**src/rtl/commutation_ctrl.sv**
```systemverilog
// Six-step BLDC commutation sequencer: hall sync, coil-select table, slew-limited duty,
// run/brake/idle/fault modes with all drive changes aligned to PWM_synch.
module commutation_ctrl #(
    parameter logic [10:0] RAMP_STEP     = 11'd8,
    parameter logic [10:0] BRAKE_DUTY    = 11'd1024,
    parameter int unsigned FAULT_PERIODS = 4
) (
    input  logic        clk,
    input  logic        rst,
    input  logic        en,
    input  logic        brake_n,
    input  logic [10:0] target_duty,
    input  logic        PWM_synch,
    input  logic        hallGrn,
    input  logic        hallYlw,
    input  logic        hallBlu,
    output logic [1:0]  selGrn,
    output logic [1:0]  selYlw,
    output logic [1:0]  selBlu,
    output logic [10:0] duty,
    output logic        fault,
    output logic        running
);

    localparam int unsigned DW = 11;
    localparam int unsigned CW = 4;
    localparam logic [5:0]  SEL_OFF   = 6'b00_00_00;
    localparam logic [5:0]  SEL_BRAKE = 6'b01_01_01;

    typedef enum logic [1:0] {IDLE, RUN, BRAKE, FAULT} state_e;

    state_e          state_q, state_d;
    logic [2:0]      hall_s1_q, hall_s2_q;
    logic [2:0]      hall_reg_q, hall_reg_d;
    logic [5:0]      sel_q, sel_d;
    logic [DW-1:0]   duty_q, duty_d;
    logic            fault_q, fault_d;
    logic            running_q, running_d;
    logic [CW-1:0]   inv_cnt_q, inv_cnt_d;
    logic [CW-1:0]   inv_inc;
    logic            hall_valid;

    function automatic logic [5:0] commutate(input logic [2:0] h);
        case (h)
            3'b101:  return 6'b10_01_00;
            3'b100:  return 6'b10_00_01;
            3'b110:  return 6'b00_10_01;
            3'b010:  return 6'b01_10_00;
            3'b011:  return 6'b01_00_10;
            3'b001:  return 6'b00_01_10;
            default: return SEL_OFF;
        endcase
    endfunction

    // Rising duty steps by RAMP_STEP clamped at the target; falling duty snaps to target.
    function automatic logic [DW-1:0] ramp(input logic [DW-1:0] cur, input logic [DW-1:0] tgt);
        logic [DW:0] sum;
        sum = (DW+1)'(cur) + (DW+1)'(RAMP_STEP);
        if (cur >= tgt) return tgt;
        if (sum > (DW+1)'(tgt)) return tgt;
        return sum[DW-1:0];
    endfunction

    assign hall_reg_d = PWM_synch ? hall_s2_q : hall_reg_q;
    assign hall_valid = (hall_reg_d != 3'b000) && (hall_reg_d != 3'b111);
    assign inv_inc    = (inv_cnt_q == {CW{1'b1}}) ? inv_cnt_q : inv_cnt_q + CW'(1);

    // Next-state and next-output selection; en=0 bypasses the PWM_synch alignment.
    always_comb begin
        state_d   = state_q;
        sel_d     = sel_q;
        duty_d    = duty_q;
        fault_d   = fault_q;
        running_d = running_q;
        inv_cnt_d = inv_cnt_q;
        if (!en) begin
            state_d   = IDLE;
            sel_d     = SEL_OFF;
            duty_d    = '0;
            fault_d   = 1'b0;
            running_d = 1'b0;
            inv_cnt_d = '0;
        end else if (PWM_synch) begin
            unique case (state_q)
                IDLE, BRAKE: begin
                    if (brake_n) begin
                        state_d   = RUN;
                        sel_d     = commutate(hall_reg_d);
                        duty_d    = ramp('0, target_duty);
                        running_d = 1'b1;
                        inv_cnt_d = '0;
                    end else begin
                        state_d   = BRAKE;
                        sel_d     = SEL_BRAKE;
                        duty_d    = BRAKE_DUTY;
                        running_d = 1'b0;
                    end
                end
                RUN: begin
                    inv_cnt_d = hall_valid ? '0 : inv_inc;
                    if (!hall_valid && (32'(inv_inc) >= FAULT_PERIODS)) begin
                        state_d   = FAULT;
                        sel_d     = SEL_OFF;
                        duty_d    = '0;
                        fault_d   = 1'b1;
                        running_d = 1'b0;
                    end else if (!brake_n) begin
                        state_d   = BRAKE;
                        sel_d     = SEL_BRAKE;
                        duty_d    = BRAKE_DUTY;
                        running_d = 1'b0;
                        inv_cnt_d = '0;
                    end else if (!hall_valid) begin
                        sel_d = SEL_OFF;
                    end else begin
                        sel_d  = commutate(hall_reg_d);
                        duty_d = ramp(duty_q, target_duty);
                    end
                end
                FAULT: begin
                    sel_d   = SEL_OFF;
                    duty_d  = '0;
                    fault_d = 1'b1;
                end
            endcase
        end
    end

    always_ff @(posedge clk) begin
        if (rst) begin
            state_q    <= IDLE;
            hall_s1_q  <= '0;
            hall_s2_q  <= '0;
            hall_reg_q <= '0;
            sel_q      <= SEL_OFF;
            duty_q     <= '0;
            fault_q    <= 1'b0;
            running_q  <= 1'b0;
            inv_cnt_q  <= '0;
        end else begin
            state_q    <= state_d;
            hall_s1_q  <= {hallGrn, hallYlw, hallBlu};
            hall_s2_q  <= hall_s1_q;
            hall_reg_q <= hall_reg_d;
            sel_q      <= sel_d;
            duty_q     <= duty_d;
            fault_q    <= fault_d;
            running_q  <= running_d;
            inv_cnt_q  <= inv_cnt_d;
        end
    end

    assign selGrn  = sel_q[5:4];
    assign selYlw  = sel_q[3:2];
    assign selBlu  = sel_q[1:0];
    assign duty    = duty_q;
    assign fault   = fault_q;
    assign running = running_q;

endmodule

```
**config.mk**
```make
export PLATFORM = sky130hd
export DESIGN_NAME = commutation_ctrl
export DESIGN_NICKNAME = d
export VERILOG_FILES = /design/src/rtl/commutation_ctrl.sv
export SDC_FILE = /design/constraint.sdc
export NUM_CORES = 1
export LEC_CHECK = 0
export ABC_AREA = 1
export CORE_AREA = 3 3 72 74
export DETAILED_ROUTE_END_ITERATION = 10
export DIE_AREA = 0 0 75 77
export PLACE_DENSITY_LB_ADDON = 0.1
export SLEW_MARGIN = 25
export SYNTH_ARGS = -nofsm -noshare
export SYNTH_HDL_FRONTEND = slang
export SYNTH_SLANG_ARGS = --single-unit
```
**constraint.sdc**
```tcl
create_clock -name clk -period 3.5 [get_ports clk]
set_input_delay 0.7 -clock clk [delete_from_list [all_inputs] [get_ports clk]]
set_output_delay 0.7 -clock clk [all_outputs]
set_load 0.01 [all_outputs]
```
==> Implementation_results.wiki <==
{| class="wikitable"
! Metric !! Value
|-
| Sequential-to-total area share from yosys stat || approximately 28%
|-
| Worst Setup Path Type || reg2reg
|-
| Number of buffers between clock root and the deepest sink || 2
|-
| Total number of clock tree sinks || 34
|-
| Clock tree from TritonCTS || yes
|-
| Antenna diode instance count || 0
|-
| Clock insertion delay at the later pin of the skew report || 290 ps
|-
| Post-Synthesis Cell Area || approximately 0.0025 sq mm
|-
| Clock period minus worst slack || 3040 ps
|-
| Number of global-route vias before repair || 2159
|-
| Die Y-Extent || 77 microns
|-
| Crit path max-delay cell type || sky130_fd_sc_hd__dfxtp_1
|-
| Power density cells || 298 mW/mm^2
|-
| Crit path DAT || between 3000 and 4000 ps
|-
| Register-to-register path setup slack || 460 ps
|-
| Routed via count divided by cell count || 5.02
|-
| First-pass GRT wire length || slightly above 9000 microns
|-
| Number of CTS-inserted buffers || 5
|-
| Result of the run || complete, no violations
|-
| Critical path capture point type || register
|-
| Peak Freq || 329 MHz
|-
| Final Hold Slack || 404 ps
|-
| Startpoint of the worst hold path || hall_s1_q[2]$_SDFF_PP0_
|-
| R2r startpoint || duty[3]$_SDFFE_PP0P_
|-
| Synthesized netlist cell count || 366
|-
| Initial antenna violation count || 0
|-
| Chip width || approximately 75 microns
|-
| Synthesized-area fraction occupied by ao, oa, aoi and oai cells || 12.8%
|-
| Global route total overflow || 0
|-
| Final count of hold timing violations || 0
|-
| Post-Synth XOR/XNOR Area || 1.77%
|-
| Placer congestion estimate || ~0.87
|-
| Post-synthesis simple-gate area fraction || 35.7%
|-
| Final-report max-slew violation count || 0
|-
| Routed wl met2 || ~2500 microns
|-
| Number of distinct library cell variants in the gate-level netlist after synthesis || 30
|-
| Average wire per standard cell || 11.4 microns
|-
| Drt initial violations || roughly 100
|-
| Gr usage total || 19.8%
|-
| Share of final-layout standard cells stronger than drive strength 1 || around a tenth
|-
| Uppermost layer routed || met4
|-
| Filler cells || 451
|-
| Worst-Margin Slew || 534 ps
|-
| Worst-case setup margin in the final layout || 457 ps
|-
| Largest fanout on the critical path || 13
|-
| Origin of the worst setup path || duty[3]$_SDFFE_PP0P_
|-
| Max H-tree Level || 2
|-
| Growth of design area from synthesis to finish || 19.6%
|-
| Minimum setup slack after placement || 435 ps
|-
| CP Data Required Time || 3680 ps
|-
| IO Port Bufs || 37
|-
| Main combinational cell family by area after synthesis || simple AND/OR/NAND/NOR gates
|-
| Fraction of the core area covered by cells at the end of the flow || 63.3%
|-
| CP startpoint kind || register
|-
| Highest ir drop seen on vdd || 331 uV
|-
| Clock edge transition at the registers on the reported setup and hold paths || around 70 ps
|-
| Power Total || 880 uW
|-
| Hold bufs inserted after CTS || 0
|-
| Slew headroom || 64.3%
|-
| Metal-1 WL || 2390 microns
|-
| Family with the most delay on the worst path || simple AND/OR/NAND/NOR gates
|-
| Row count || 25
|-
| Total wire length after detailed routing || 5210 microns
|-
| Post-synthesis adder-cell area fraction || roughly a tenth
|-
| Count of max-cap constraint violations || 0
|-
| Largest net degree at the start of global routing || 14
|-
| Cell chain of the critical path || ha_1, nand2_1, nor3_1, xnor2_1, inv_1, ha_1, nand3_1, nor3_1, nand2_1, nand3_1, nand2_2, nand2_1, inv_1, nand2_4, nand2_4, nor2_1, nor2_1
|-
| Effective utilization at floorplan || 53.0%
|-
| Type of the worst min-delay path || reg2reg
|-
| Setup-failing EPs final || 0
|-
| Most frequent cell on the critical path || sky130_fd_sc_hd__nand2_1
|-
| Synthesized flop and latch total || 34
|-
| Nets@finish || ~440
|-
| Biggest cell delay along the critical path || 480 ps
|-
| DR vias || 2298
|-
| Total half-perimeter wirelength after legalization and detailed placement || 4220 microns
|-
| Avg Cell Area, Syn || 6.74 sq um
|-
| Cell leakage power || 0.00140 uW
|-
| Iteration count of the initial detailed-routing pass || 4
|-
| Clk root buf || sky130_fd_sc_hd__clkbuf_8
|-
| Setup repair after global routing missed its margin || false
|-
| Placeable core area || 0.00466 sq mm
|-
| Routed met3 length || 207 microns
|-
| Synth warnings || 0
|-
| Tcrit/Tclk final || between 80% and 90%
|-
| Setup TNS || 0 ps
|-
| Synthesized net count || slightly above 400
|-
| Mux share of post-synthesis cell area || 0%
|-
| Floorplan die area || around 0.0058 sq mm
|-
| Worst path bufs/invs || 2
|-
| Count of antenna-violating nets left after detailed routing || 0
|-
| Number of buffers inserted by post-CTS setup repair || 0
|-
| Number of instances resized during post-cts repair || 0
|-
| I/O pin total || 38
|-
| Count of unresolved DRC violations after routing || 0
|-
| Worst setup skew after layout || 8.53 ps
|}
kinds of logic (layout without fill, tap and decap cells):
family,count (synthesis),in the layout
adders and majority gates,21,21
AOI/OAI and AO/OA,51,51
buffers and inverters,67,105
xor gates and xnor gates,5,5
and+or+nand+nor,188,188
DFF,34,34
synthesized netlist by cell type (all sizes together):
library cell | n | area, sq um
nand3 | 23 | 128
ha | 21 | 263
a21oi | 31 | 174
xnor2 | 2 | 17.5
nand4 | 9 | 62.6
o211ai | 2 | 15.0
dfxtp | 34 | 681
nor2 | 46 | 209
buf | 7 | 53.8
xor2 | 3 | 26.3
nor3 | 4 | 20.0
nand2 | 103 | 439
nand3b | 3 | 22.5
o21a | 3 | 22.5
inv | 58 | 223
clkbuf | 2 | 7.51
o21ai | 15 | 105
stage by stage:
| stage | std cells | cell area [sq um] |
|---|---|---|
| final | 458 | 2950 |
| after detailed placement | 450 | 2860 |
| after floorplan | 366 | 2470 |
| after global routing | 458 | 2950 |
| after global placement | 450 | 2860 |
| after CTS | 458 | 2950 |
worst reg2reg max path, delay by kind of cell, from the launching register on:
kind                     cells  cell delay, ps
XOR/XNOR                     1             190
adder cells (fa/ha/maj)      2             520
buffers and inverters        2             250
flip-flops                   1             480
AND/OR/NAND/NOR             12            1510
path summary, 6_finish.rpt:
check / to / depth (start not counted)
max: duty[0]$_SDFFE_PP0P_ / 17
min: hall_s2_q[2]$_SDFF_PP0_ / 2
max reg2reg: duty[0]$_SDFFE_PP0P_ / 17
min reg2reg: hall_s2_q[2]$_SDFF_PP0_ / 2
registers in the layout (all words and copies together) (netlist names):
signal	count
hall_s1_q	3
sel_q	6
hall_reg_q	3
state_q	2
fault	1
hall_s2_q	3
running	1
inv_cnt_q	4
duty	11
report_power, final:
| group | leakage (uW) | internal [uW] | switching [uW] | total (uW) |
|---|---|---|---|---|
| logic | 0.00108 | 74.1 | 103 | 177 |
| registers | 0.000277 | 400 | 11.2 | 411 |
| clock network | 0.0000482 | 158 | 134 | 293 |
area by class of cell:
| cell class | count | area [sq um] | area share, % |
|---|---|---|---|
| flip-flops and latches | 34 | 681 | 23.1 |
| clock buffers | 7 | 86.3 | 2.92 |
| multi-input cells | 265 | 1500 | 51.0 |
| repair buffers | 39 | 385 | 13.1 |
| well taps | 54 | 67.6 | 2.29 |
| clock inverters | 1 | 5.00 | 0.170 |
| inverters | 58 | 223 | 7.55 |
layout by cell type, fill, tap and decap left out, drive strengths merged:
cell type        n
nand2          103
clkdlybuf4s50   37
clkbuf           7
inv             58
nor3             4
xor2             3
clkinv           1
nand3           23
nand4            9
o211ai           2
dfxtp           34
ha              21
o21a             3
xnor2            2
a21oi           31
buf              2
nor2            46
nand3b           3
o21ai           15
metal layers:
metal  vias to the layer above  global-route usage, %
li1                       1235                      -
met1                      1003                   25.5
met2                        49                   32.7
met3                        11                   3.28
met4                         0                   7.12
met5                         -                      0
No activity file was read; power rests on OpenSTA's default activity.
